`config.mk`:
```
export PLATFORM = sky130hd
export DESIGN_NAME = operand_fetch_unit
export DESIGN_NICKNAME = d
export VERILOG_FILES = /design/src/rtl/operand_fetch_unit_pkg.sv /design/src/rtl/fetch_bypass.sv /design/src/rtl/operand_fetch_unit.sv
export SDC_FILE = /design/constraint.sdc
export NUM_CORES = 1
export LEC_CHECK = 0
export BUFFER_PORTS_ARGS = -buffer_cell sky130_fd_sc_hd__buf_2
export CORE_MARGIN = 3
export CORE_UTILIZATION = 49
export DETAILED_ROUTE_END_ITERATION = 10
export GPL_ROUTABILITY_DRIVEN = 1
export GPL_TIMING_DRIVEN = 0
export PLACE_DENSITY = 0.78
export SLEW_MARGIN = 10
export SYNTH_ARGS = -nofsm -noshare
export SYNTH_HDL_FRONTEND = slang
export SYNTH_SLANG_ARGS = --single-unit
```
`constraint.sdc`:
```
create_clock -name clk -period 2.1 [get_ports clk]
set_clock_uncertainty 0.05 [all_clocks]
set_input_delay 0.42 -clock clk [delete_from_list [all_inputs] [get_ports clk]]
set_output_delay 0.42 -clock clk [all_outputs]
set_load 0.03 [all_outputs]
```
`src/rtl/operand_fetch_unit_pkg.sv`:
```
// Shared definitions for the operand fetch unit: register-file geometry and FSM states.
package operand_fetch_unit_pkg;

    localparam int DATA_W = 16;
    localparam int ADDR_W = 3;

    // state | meaning
    // IDLE  | ready for a decode request
    // RD1   | read port driving src1, op1 captured at the edge
    // RD2   | read port driving src2, op2 captured at the edge
    // HOLD  | operands presented to execute, waiting for out_ready
    typedef enum logic [1:0] {
        IDLE = 2'd0,
        RD1  = 2'd1,
        RD2  = 2'd2,
        HOLD = 2'd3
    } fetch_state_t;

endpackage

```
`src/rtl/fetch_bypass.sv`:
```
// Combinational forward mux: same-cycle writeback data wins over the register-file read.
module fetch_bypass #(
    parameter int N      = operand_fetch_unit_pkg::DATA_W,
    parameter int ADDR_W = operand_fetch_unit_pkg::ADDR_W
) (
    input  logic [ADDR_W-1:0] src,
    input  logic [N-1:0]      rf_data,
    input  logic              wb_enable,
    input  logic [ADDR_W-1:0] wb_addr,
    input  logic [N-1:0]      wb_data,
    output logic [N-1:0]      data_out
);

    assign data_out = (wb_enable && (wb_addr == src)) ? wb_data : rf_data;

endmodule

```
`src/rtl/operand_fetch_unit.sv`:
```
// Serialises one- or two-operand reads onto the single register-file read port,
// forwards writeback data, and holds the operands under a valid/ready handshake.
module operand_fetch_unit #(
    parameter int N      = operand_fetch_unit_pkg::DATA_W,
    parameter int ADDR_W = operand_fetch_unit_pkg::ADDR_W
) (
    input  logic              clk,
    input  logic              rst,
    input  logic              req_valid,
    output logic              req_ready,
    input  logic [ADDR_W-1:0] req_src1,
    input  logic [ADDR_W-1:0] req_src2,
    input  logic              req_two_op,
    output logic              out_valid,
    input  logic              out_ready,
    output logic [N-1:0]      op1,
    output logic [N-1:0]      op2,
    output logic              rf_read_enable,
    output logic [ADDR_W-1:0] rf_read_addr,
    input  logic [N-1:0]      rf_read_data,
    input  logic              wb_enable,
    input  logic [ADDR_W-1:0] wb_addr,
    input  logic [N-1:0]      wb_data
);

    import operand_fetch_unit_pkg::*;

    fetch_state_t      state;
    fetch_state_t      state_nxt;
    logic [ADDR_W-1:0] src1_q;
    logic [ADDR_W-1:0] src2_q;
    logic              two_op_q;
    logic              out_valid_q;
    logic [N-1:0]      byp1;
    logic [N-1:0]      byp2;
    logic              hit1;
    logic              hit2;
    logic              accept;

    assign accept = (state == IDLE) && req_valid;
    assign hit1   = wb_enable && (wb_addr == src1_q);
    assign hit2   = wb_enable && (wb_addr == src2_q);

    fetch_bypass #(.N(N), .ADDR_W(ADDR_W)) u_bypass1 (
        .src       (src1_q),
        .rf_data   (rf_read_data),
        .wb_enable (wb_enable),
        .wb_addr   (wb_addr),
        .wb_data   (wb_data),
        .data_out  (byp1)
    );

    fetch_bypass #(.N(N), .ADDR_W(ADDR_W)) u_bypass2 (
        .src       (src2_q),
        .rf_data   (rf_read_data),
        .wb_enable (wb_enable),
        .wb_addr   (wb_addr),
        .wb_data   (wb_data),
        .data_out  (byp2)
    );

    // State register.
    always_ff @(posedge clk or negedge rst) begin
        if (!rst) begin
            state <= IDLE;
        end else begin
            state <= state_nxt;
        end
    end

    // Next-state decode and request-side handshake.
    always_comb begin
        state_nxt = state;
        req_ready = 1'b0;
        case (state)
            IDLE: begin
                req_ready = 1'b1;
                if (req_valid) begin
                    state_nxt = RD1;
                end
            end
            RD1: begin
                state_nxt = two_op_q ? RD2 : HOLD;
            end
            RD2: begin
                state_nxt = HOLD;
            end
            HOLD: begin
                if (out_ready) begin
                    state_nxt = IDLE;
                end
            end
            default: begin
                state_nxt = IDLE;
            end
        endcase
    end

    // Latch the accepted request; only one is ever outstanding.
    always_ff @(posedge clk or negedge rst) begin
        if (!rst) begin
            src1_q   <= '0;
            src2_q   <= '0;
            two_op_q <= 1'b0;
        end else if (accept) begin
            src1_q   <= req_src1;
            src2_q   <= req_src2;
            two_op_q <= req_two_op;
        end
    end

    // Read port is registered from the next state so the address is stable for the
    // whole read cycle; RD1 is only ever entered from IDLE, hence req_src1 there.
    always_ff @(posedge clk or negedge rst) begin
        if (!rst) begin
            rf_read_enable <= 1'b0;
            rf_read_addr   <= '0;
        end else begin
            rf_read_enable <= (state_nxt == RD1) || (state_nxt == RD2);
            if (state_nxt == RD1) begin
                rf_read_addr <= req_src1;
            end else if (state_nxt == RD2) begin
                rf_read_addr <= src2_q;
            end
        end
    end

    // out_valid comes straight from a flop so it cannot glitch during reset.
    always_ff @(posedge clk or negedge rst) begin
        if (!rst) begin
            out_valid_q <= 1'b0;
        end else begin
            out_valid_q <= (state_nxt == HOLD);
        end
    end

    assign out_valid = out_valid_q;

    // Operand capture during the reads, then keep them coherent with writebacks while
    // stalled in HOLD. A one-operand fetch pins op2 at zero.
    always_ff @(posedge clk or negedge rst) begin
        if (!rst) begin
            op1 <= '0;
            op2 <= '0;
        end else begin
            case (state)
                RD1: begin
                    op1 <= byp1;
                    if (!two_op_q) begin
                        op2 <= '0;
                    end
                end
                RD2: begin
                    op2 <= byp2;
                end
                HOLD: begin
                    if (!out_ready) begin
                        if (hit1) begin
                            op1 <= wb_data;
                        end
                        if (two_op_q && hit2) begin
                            op2 <= wb_data;
                        end
                    end
                end
                default: begin
                end
            endcase
        end
    end

endmodule

```
==> flow_summary.toml <==
[grt]
grt_usage_pct = 19.8
grt.busiest_layer = "met2"
antenna_found_initial = 0
grt-ovfl-total = 0
first_global_vias = 1674
grt_start_max_net_pins = 47
met3_usage_pct = 4.51
met2_usage_pct = 32.1
grt_pass1_wl_mm = 8.16
gr-usage-met1_pct = 27.1

[clock_tree]
clock-sinks = 46
clk_pin_slew_ns = 0.08
h-tree-depth = 2
cts-root-buf = "clkbuf_8"
ctsHoldBuffers = 0
clk_latency_ns = 0.29
clockBufferDepth = 2
cts_buffers = 5
cts_tree = "built"

[status]
status = "finished, final reports clean"

[finish]
final-seq-area_sq_um = 1150
antenna_cells = 0
utilization_pct = 65.2
final_cell_mix = "85 x buf_2, 51 x mux2i_1, 46 x dfrtp_1"
postLayoutCellArea_sq_um = 2860
fin_nets = 337
multi_input_area_sq_um = 1040
fin_cells = 341
final_common_cell = "buf_2"
num-fill-cells = 380
syn_to_final_growth_pct = 26.8
layout-drive-gt1-share_pct = 38.4

[worst_setup_path]
path_common_cell = "mux2i_1"
arrival_ns = 2.05
critPathMaxFanout = 10
worst_ep_required_time_ns = 2.21
path_class = "flip-flop to flip-flop"
slowest_delay_ns = 0.51
crit_path_start = "src2_q[2]$_DFFE_PN0P_"
slowest_stage = "a41oi_2"
endpoint_kind = "flip-flop"
crit_path_start_kind = "flip-flop"
crit_chain = "xnor2_1 > a41oi_2 > buf_4 > mux2i_1 > mux2i_1"
crit-reg2reg-launch = "src2_q[2]$_DFFE_PN0P_"

[pwr]
seqPwrFrac_pct = 31.3
power.leakage_nw = 1.44
pwr-share-comb_pct = 56.1
p_int_mw = 2.73
power_frac_clock_pct = 12.5
p_switching_mw = 2.32
p_sw_share_pct = 45.9
irDropWorstVdd_mv = 0.800
powerDensity_nw_per_um2 = 1770

[detailed_routing]
vias = 1766
drt_iter0_markers = 55
vias_per_cell = 5.18
drc_errors = 0
routedWlPerCell_um = 15.1
drt_pre_antenna_iters = 4
finalWirelength_mm = 5.14
drtAntennaViolNets = 0

[synthesis]
synth_edf_count = 0
syn_inst = 197
async_flop_share_pct = 100
synth.distinct_cells = 27
synth_area_per_cell_sq_um = 11.4
synthFlopType = "dfrtp_1"
yosysWarnings = 0
synth_nets = 246
synth_area_sq_um = 2250
ys_ff_latch = 46
ys_seq_area_share_pct = 51.1

[floorplan]
initial_utilization_pct = 51.4
die_y_um = 73.8
rows = 24
core_area_sq_um = 4380
pin_count = 85
die_w_um = 73.8
die_area_sq_um = 5450

[timing]
fin_crit_sh_pct = 92.4
max_freq_ghz = 0.515
slew_headroom_pct = 32.2
hold_viol = 0
final.min_clock_period_ns = 1.94
timing.hold.ws_ns = 0.252
tightest_slew_ns = 1.02
slew_viol_final = 0
final.setup.worst_slack_ns = 0.159
setup_viol = 0
rsz0062_at_grt = "no"

[placed_design]
io_buffer_count = 84
preCtsSetupSlack_ns = -0.206
dpl_cell_area_sq_um = 2740
gp_congestion = 0.755
dp_cells = 333
dpl.hpwl_mm = 3.87

[worst_hold_path]
min_path_type = "input port to asynchronous set/reset pin"

[job]
drv_cap = 0
logic make-up (layout without fill, tap and decap cells):
logic type | after synthesis | after routing | synth area share, %
flip-flops | 46 | 46 | 51.1
AND/OR/NAND/NOR | 45 | 45 | 8.38
buffers and inverters | 14 | 106 | 2.94
multiplexers | 58 | 58 | 26.2
XOR/XNOR | 6 | 6 | 2.33
adder cells (fa/ha/maj) | 2 | 2 | 1.11
AO/OA/AOI/OAI | 26 | 26 | 8.00
cell usage after synthesis, types with 2 or more instances:
master	instances	area, sq um
mux2i_1	51	510
dfrtp_1	46	1150
nand2_1	20	75.1
nor2_1	18	67.6
a21oi_1	17	85.1
clkbuf_1	7	26.3
mux2_2	7	78.8
o21ai_0	4	20.0
inv_1	3	11.3
xnor2_1	3	26.3
xor2_1	3	26.3
buf_2	2	10.0
ha_1	2	25.0
final cells by class:
class / instances / share of cell area, %
clock inverter: 3 / 1.40
timing repair buffer: 86 / 15.2
sequential: 46 / 40.3
multi-input combinational: 137 / 36.3
inverter: 3 / 0.394
tap: 52 / 2.28
clock buffer: 5 / 2.41
buffer: 9 / 1.75
timing repair:
action / in CTS / in global routing
pin swaps: 1 / 0
gates resized for setup: 0 / 6
setup buffers: 2 / 0
endpoints found under the setup margin: 10 / 26
worst paths after layout:
kind                                          endpoint  slack, ns  depth (start not counted)
min reg2reg                rf_read_addr[2]$_DFFE_PN0P_       0.44                          2
min                                 op2[0]$_DFFE_PN0P_       0.25                          1
max in group asynchronous         two_op_q$_DFFE_PN0P_       1.12                          1
min in group clk                 src2_q[2]$_DFFE_PN0P_       0.31                          2
max reg2reg                         op2[7]$_DFFE_PN0P_       0.16                          5
max                                 op2[7]$_DFFE_PN0P_       0.16                          5
power groups by stage:
stage / Sequential, mW / Clock, mW / Combinational (mW)
after global routing: 1.64 / 0.686 / 3.08
final: 1.58 / 0.633 / 2.83
after CTS: 1.57 / 0.657 / 2.89
after global placement: 1.57 / 0 / 2.78
after detailed placement: 1.58 / 0 / 2.85
after floorplan: 2.23 / 0 / 1.44
worst max-delay path: cells and delay by family (launching register included):
family | cells | cell delay [ns]
AO/OA/AOI/OAI | 1 | 0.51
XOR/XNOR | 1 | 0.18
buffers and inverters | 1 | 0.33
flip-flops | 1 | 0.41
multiplexers | 2 | 0.32
registers in the layout, summed over array words and instances (netlist names):
| register | count |
|---|---|
| op1 | 16 |
| op2 | 16 |
| out_valid | 1 |
| rf_read_addr | 3 |
| rf_read_enable | 1 |
| src1_q | 3 |
| src2_q | 3 |
| state | 2 |
| two_op_q | 1 |
through the flow:
stage | TNS, ns | total power [mW]
final | 0 | 5.05
after global routing | 0 | 5.41
after CTS | 0 | 5.12
after detailed placement | -1.63 | 4.43
after global placement | -1.14 | 4.35
after floorplan | 0 | 3.66
layer usage:
| metal | vias to the layer above | wire length [um] |
|---|---|---|
| li1 | 865 | - |
| met1 | 847 | 2260 |
| met2 | 52 | 2560 |
| met3 | 2 | 281 |
| met4 | 0 | 33 |
| met5 | - | 0 |
No activity file was read; power rests on OpenSTA's default activity.
